===== src/rtl/div_pkg.sv =====
// Shared constants and FSM state encoding for the sequential divider.
package div_pkg;

    localparam int DEFAULT_WIDTH = 4;

    typedef logic [0:0] state_t;

    localparam state_t IDLE = 1'b0;
    localparam state_t BUSY = 1'b1;

endpackage


===== src/rtl/div_step.sv =====
// One restoring shift-subtract step: shift in the next dividend bit, subtract the divisor if it fits.
module div_step #(
    parameter int WIDTH = 4
) (
    input  logic [WIDTH-1:0] i_rem,
    input  logic             i_bit,
    input  logic [WIDTH-1:0] i_divisor,
    output logic [WIDTH-1:0] o_rem,
    output logic             o_qBit
);

    logic [WIDTH:0] w_trial;
    logic [WIDTH:0] w_diff;

    assign w_trial = {i_rem, i_bit};
    assign w_diff  = w_trial - {1'b0, i_divisor};

    // With a zero divisor every step "fits", which yields an all-ones quotient and remainder = dividend.
    always_comb begin
        o_qBit = 1'b0;
        o_rem  = w_trial[WIDTH-1:0];
        if (w_trial >= {1'b0, i_divisor}) begin
            o_qBit = 1'b1;
            o_rem  = w_diff[WIDTH-1:0];
        end
    end

endmodule


===== src/rtl/seq_div.sv =====
// Sequential unsigned restoring divider producing one quotient bit per clock.
module seq_div
    import div_pkg::*;
#(
    parameter int WIDTH = DEFAULT_WIDTH
) (
    input  logic             clk,
    input  logic             rst,
    input  logic             ld,
    input  logic [WIDTH-1:0] a,
    input  logic [WIDTH-1:0] b,
    output logic [WIDTH-1:0] y,
    output logic [WIDTH-1:0] r,
    output logic             busy,
    output logic             done,
    output logic             dz
);

    localparam int CW = $clog2(WIDTH + 1);

    state_t           r_state;
    logic [WIDTH-1:0] r_ra;
    logic [WIDTH-1:0] r_rb;
    logic [WIDTH-1:0] r_ry;
    logic [CW-1:0]    r_count;
    logic [WIDTH-1:0] r_y;
    logic [WIDTH-1:0] r_r;
    logic             r_done;
    logic             r_dz;
    logic             r_dzPending;

    logic [WIDTH-1:0] w_nextRa;
    logic             w_qBit;
    logic [WIDTH-1:0] w_nextRy;
    logic             w_lastStep;

    div_step #(.WIDTH(WIDTH)) u_step (
        .i_rem     (r_ra),
        .i_bit     (r_ry[WIDTH-1]),
        .i_divisor (r_rb),
        .o_rem     (w_nextRa),
        .o_qBit    (w_qBit)
    );

    assign w_nextRy   = {r_ry[WIDTH-2:0], w_qBit};
    assign w_lastStep = (r_state == BUSY) && (r_count == CW'(1));

    // The completion commit is evaluated before the load so that ld on the final edge both finishes and restarts.
    always_ff @(posedge clk or posedge rst) begin
        if (rst) begin
            r_state     <= IDLE;
            r_ra        <= '0;
            r_rb        <= '0;
            r_ry        <= '0;
            r_count     <= '0;
            r_y         <= '0;
            r_r         <= '0;
            r_done      <= 1'b0;
            r_dz        <= 1'b0;
            r_dzPending <= 1'b0;
        end else begin
            r_done <= w_lastStep;
            if (w_lastStep) begin
                r_y  <= w_nextRy;
                r_r  <= w_nextRa;
                r_dz <= r_dzPending;
            end
            if (ld) begin
                r_state     <= BUSY;
                r_ra        <= '0;
                r_rb        <= b;
                r_ry        <= a;
                r_count     <= CW'(WIDTH);
                r_dzPending <= (b == '0);
            end else if (r_state == BUSY) begin
                r_ra    <= w_nextRa;
                r_ry    <= w_nextRy;
                r_count <= r_count - CW'(1);
                if (w_lastStep) begin
                    r_state <= IDLE;
                end
            end
        end
    end

    assign y    = r_y;
    assign r    = r_r;
    assign busy = (r_state == BUSY);
    assign done = r_done;
    assign dz   = r_dz;

endmodule


===== config.mk =====
export PLATFORM = sky130hd
export DESIGN_NAME = seq_div
export DESIGN_NICKNAME = d
export VERILOG_FILES = /design/src/rtl/div_pkg.sv /design/src/rtl/div_step.sv /design/src/rtl/seq_div.sv
export SDC_FILE = /design/constraint.sdc
export NUM_CORES = 1
export LEC_CHECK = 0
export BUFFER_PORTS_ARGS = -buffer_cell sky130_fd_sc_hd__buf_2
export CAP_MARGIN = 40
export CELL_PAD_IN_SITES_DETAIL_PLACEMENT = 0
export CELL_PAD_IN_SITES_GLOBAL_PLACEMENT = 2
export CORE_MARGIN = 2
export CORE_UTILIZATION = 35
export CTS_CLUSTER_DIAMETER = 60
export DETAILED_ROUTE_END_ITERATION = 8
export GPL_TIMING_DRIVEN = 0
export MAX_ROUTING_LAYER = met4
export PLACE_DENSITY_LB_ADDON = 0.3
export SLEW_MARGIN = 20
export SYNTH_ARGS = -nofsm -noshare
export SYNTH_HDL_FRONTEND = slang
export SYNTH_SLANG_ARGS = --single-unit

===== constraint.sdc =====
create_clock -name clk -period 2.1 [get_ports clk]
set_input_delay 0.21 -clock clk [delete_from_list [all_inputs] [get_ports clk]]
set_output_delay 0.21 -clock clk [all_outputs]
set_load 0.05 [all_outputs]

-- Yosys cells after proc, flatten, opt, wreduce, memory -nomap -nowiden
Index checks and enable logic that the tools add are counted.
- add/subtract/negate cells: 2
- $lt $le $gt $ge: 1
- equal/unequal tests: 1
- muxes and demuxes: 11
- reduce and logical (&&, ||, !) cells: 3
- operators with widths (cell ; number):
    $mux W4 ; 5
    $mux W3 ; 2
    $ge A5 B4 Y1 ; 1
    $logic_not A4 Y1 ; 1
    $mux W1 ; 4
    $sub A4 B4 Y4 ; 1
    $eq A3 B1 Y1 const B ; 1
    $sub A3 B1 Y3 const B ; 1
    $reduce_bool A2 Y1 ; 1
    $logic_and A1 B1 Y1 ; 1
- register bits after elaboration: 27
- output and inout port bits: 11

-- Depth between registers and ports, before layout
- depth after elaboration: 5
- mapped depth: 7
- depth with buffers taken out: 7

-- By module
From an unflattened synthesis, not the netlist that was laid out.
- cell total of the unflattened synthesis: 111
- area total of the unflattened synthesis: 1386.3 µm²
- modules (own cells, without submodules) (module ; instances ; cells an instance ; area an instance (µm²) ; sequential area each (µm²)):
    seq_div ; 1 ; 83 ; 1162.4 ; 675.6
    div_step ; 1 ; 28 ; 224.0 ; 0.0

-- Worst setup path before layout
OpenSTA, ideal clock, no wires.
- path kind: reg-to-reg
- start: reg r_rb[0]
- end: reg r_ra[0]
- library setup time: 0.095 ns
- arrival time: 1.731 ns
- required time: 2.005 ns
- slack: 0.273 ns
- stages on the path, launching flop included: 6
- path through: dfrtp_1 -> ha_1 -> nand2b_2 -> a2111o_1 -> and3_4 -> o32ai_2
- cells in the longest elaborated chain, start to end: 4
- elaborated cells between the ends (all ways): 5
- classes of those cells: add/sub (1); order compare (1); mux (3)
- ends and longest elaborated chain (item ; line ; source):
    from (decl) ; seq_div.sv:23 ; logic [WIDTH-1:0] r_rb;
    from (signal assigned) ; seq_div.sv:53 ; r_rb <= '0;
    from (signal assigned) ; seq_div.sv:71 ; r_rb <= b;
    $sub A4 B4 Y4 or $ge A5 B4 Y1 (tied branches) ; div_step.sv:16, div_step.sv:22 ;
    $mux W4 * ; div_step.sv:22 ; if (w_trial >= {1'b0, i_divisor}) begin
    $mux W4 * ; seq_div.sv:75 ; end else if (r_state == BUSY) begin
    $mux W4 * ; seq_div.sv:68 ; if (ld) begin
    to (signal assigned) ; seq_div.sv:76 ; r_ra <= w_nextRa;
    to (decl) ; seq_div.sv:22 ; logic [WIDTH-1:0] r_ra;
Mark *: on every way between the ends. The rest lies on a longest branch, timed or not. The select of a mux whose other input is x is not followed.
A chain may end at the register's enable or synchronous reset.

-- Final worst setup path
- start: reg r_ry[3]
- end: reg r_ra[0]
- cells in the longest elaborated chain, start to end: 4
- elaborated cells between the ends (all ways): 5
- classes of those cells: add/sub (1); order compare (1); mux (3)
- ends and longest elaborated chain (item ; line ; source):
    from (decl) ; seq_div.sv:24 ; logic [WIDTH-1:0] r_ry;
    from (signal assigned) ; seq_div.sv:77 ; r_ry <= w_nextRy;
    $sub A4 B4 Y4 or $ge A5 B4 Y1 (tied branches) ; div_step.sv:16, div_step.sv:22 ;
    $mux W4 * ; div_step.sv:22 ;
    $mux W4 * ; seq_div.sv:75 ;
    $mux W4 * ; seq_div.sv:68 ;
Marks and branches as above.

==> impl_metrics.json <==
{
  "leakage_nw": 0.802,
  "slew_headroom_pct": 59.1,
  "grt-ovfl-total": 0,
  "cts_resized": 0,
  "diodes": 0,
  "r2r_cells": 6,
  "drc_errors": 0,
  "cp_top_family": "compound AO/OA/AOI/OAI gates",
  "finalSetupViolCount": 0,
  "dp_hpwl_um": 2300,
  "cts-root-buf": "clkbuf_8",
  "violations": "negative hold slack",
  "synth_area_per_cell_um2": 10.1,
  "clk_transition_reported_paths_ps": 100,
  "arrival_ps": 2200,
  "holdWs_ps": -11.2,
  "fin_ws_ps": 80.9,
  "syn_nets": 157,
  "ys.flop_type": "dfrtp_1",
  "slowest_stage": "a2111o_1",
  "antenna_found_initial": 0,
  "htree_levels": 1,
  "grt_max_degree": 16,
  "clock_skew_ps": 7.85,
  "worstHoldPathType": "input port to asynchronous set/reset pin",
  "path_buf_inv": 1,
  "required_ps": 2280,
  "fillers": 395,
  "start_util_pct": 35.6,
  "gp_congestion": 0.919,
  "die_area_mm2": 0.00454,
  "fin_area_mm2": 0.00163,
  "powerDensity_mw_per_mm2": 1350,
  "end_kind": "register",
  "drive_gt1_share_pct": 22.6,
  "finalHoldViolCount": 14,
  "rsz0062_at_grt": "false",
  "clock_sinks": 27,
  "cts_max_path_buffers": 2,
  "synth_edf_count": 0,
  "vias": 1071,
  "preCtsSetupSlack_ps": 98.1,
  "placed_cell_area_mm2": 0.00158,
  "avgRoutedWirePerCell_um": 13.8,
  "nNetsFinal": 183,
  "synth_cell_types": 41,
  "period_share_pct": 96.1,
  "tritoncts": "done",
  "worstMarginPinSlew_ps": 612,
  "crit_fanout": 5,
  "insertion_delay_ps": 270,
  "io_pins": 22,
  "synthDominantCellAreaShare_pct": 48.1,
  "ant_nets": 0,
  "area_growth_pct": 15.9,
  "synthArstFlopShare_pct": 100,
  "reg2reg_from": "r_ry[3]",
  "cts_setup_buffers": 0,
  "dr.first_iter.drc_count": 70,
  "timing.fmax_mhz": 495,
  "slowest_delay_ps": 510,
  "netlist_area_mm2": 0.00141,
  "rrSetupSlack_ps": 80,
  "fp.dieH_um": 67.4,
  "maxCapViolations": 0,
  "slew_violations": 0,
  "portBuffers": 20,
  "cp_cell_sequence": "inv_1 > ha_1 > nand2b_2 > a2111o_1 > and3_4 > o32ai_2",
  "synth_cells": 139,
  "grt_pass1_wl_um": 5310,
  "criticalPathCategory": "register to register",
  "cp-start-kind": "register",
  "dieWidth_um": 67.4,
  "synth_common_cells": "27 x dfrtp_1, 24 x nand2_1, 10 x o21ai_0",
  "core-area_mm2": 0.00394,
  "viasPerCell": 5.00,
  "grt.total_usage_pct": 16.2,
  "hold_buffers": 0,
  "cts_made_buffers": 3,
  "std_cell_rows": 23,
  "firstDrtPassIters": 4,
  "synth-seq-area-share_pct": 48.1,
  "yosysWarnings": 0,
  "synth-seq-cells": 27,
  "power_mw": 2.19,
  "yosysMostFrequentCell": "dfrtp_1",
  "setup_tns_ps": 0,
  "min_period_ps": 2020,
  "ir_worst_vdd_uv": 406,
  "drt_wl_total_um": 2960,
  "status": "finished with violations",
  "r2r_end": "r_ra[0]",
  "yosys.area.top_type": "dfrtp_1",
  "yosys-top-cells-area": "dfrtp_1 48%, nand2_1 6.4%, ha_1 5.3%, o21ai_0 3.6%, inv_1 2.4%",
  "grt_pass1_vias": 1136
}
-- cells in the final DEF (no fill, tap or decap), types with 2 or more instances in the layout --
master    instances
nor2_1            8
o31ai_1           4
clkbuf_1          3
inv_1             9
mux2i_1           3
ha_1              6
a311oi_1          2
dfrtp_1          27
a31oi_1           3
buf_2            20
a21oi_1           5
mux2_2            2
or2b_2            2
and3_1            3
a211oi_1          3
nand2_1          24
clkbuf_8          3
o21ai_0          10
-- state kept, by name, indices dropped and copies added, names as in the netlist --
| signal | flops |
|---|---|
| r_ry | 4 |
| dz | 1 |
| r_ra | 4 |
| r_dzPending | 1 |
| y | 4 |
| done | 1 |
| busy | 1 |
| r | 4 |
| r_count | 3 |
| r_rb | 4 |
-- report_power, final --
part / switching (mW) / internal, mW
registers: 0.102 / 0.672
clock network: 0.163 / 0.133
logic: 0.726 / 0.398
-- worst register-to-register path: stages, from the launching register on --
cell      delay [ps]
dfrtp_1          390
inv_1             60
ha_1             310
nand2b_2         220
a2111o_1         510
and3_4           220
o32ai_2          240
-- layout make-up --
cell class,instances,area (um^2),area share (%)
buffer,6,40.0,2.46
clock inverter,1,5.00,0.307
tap,50,62.6,3.84
timing repair buffer,21,115,7.07
inverter,10,37.5,2.30
clock buffer,3,41.3,2.53
multi-input combinational,96,652,40.0
sequential,27,676,41.5
-- per-layer routing --
layer,global-route usage [%],up-vias,wire (um)
met2,25.9,24,1410
met3,4.33,5,148
met5,-,-,0
met1,20.3,513,1370
met4,4.34,0,29
li1,-,529,-
-- how the worst max path moves through the flow --
stage	from	end	slack, ps	depth (start not counted)
2_1_floorplan	r_rb[0]	r_ra[0]	270	5
3_3_place_gp	r_ry[3]	r_ra[0]	110	6
3_5_place_dp	r_ry[3]	r_ra[0]	100	6
4_1_cts	r_ry[3]	r_ra[0]	50	6
5_1_grt	r_ry[3]	r_ra[0]	10	6
6_report	r_ry[3]	r_ra[0]	80	6
-- stage by stage --
step           util, %  hold slack [ps]  cells
5_1_grt           41.3             48.2    214
2_1_floorplan        -              263    139
3_5_place_dp      40.1              316    210
4_1_cts           41.3             18.5    214
6_report          41.3            -11.2    214
3_3_place_gp      39.8              420    209
-- cells by family after synthesis --
logic type               synth area share (%)
AND/OR/NAND/NOR                          17.6
AO/OA/AOI/OAI                            17.0
flip-flops                               48.1
buffers and inverters                    5.52
adder cells (fa/ha/maj)                  6.77
multiplexers                             3.74
XOR/XNOR                                 1.25
Power figures use the tool's default switching activity.
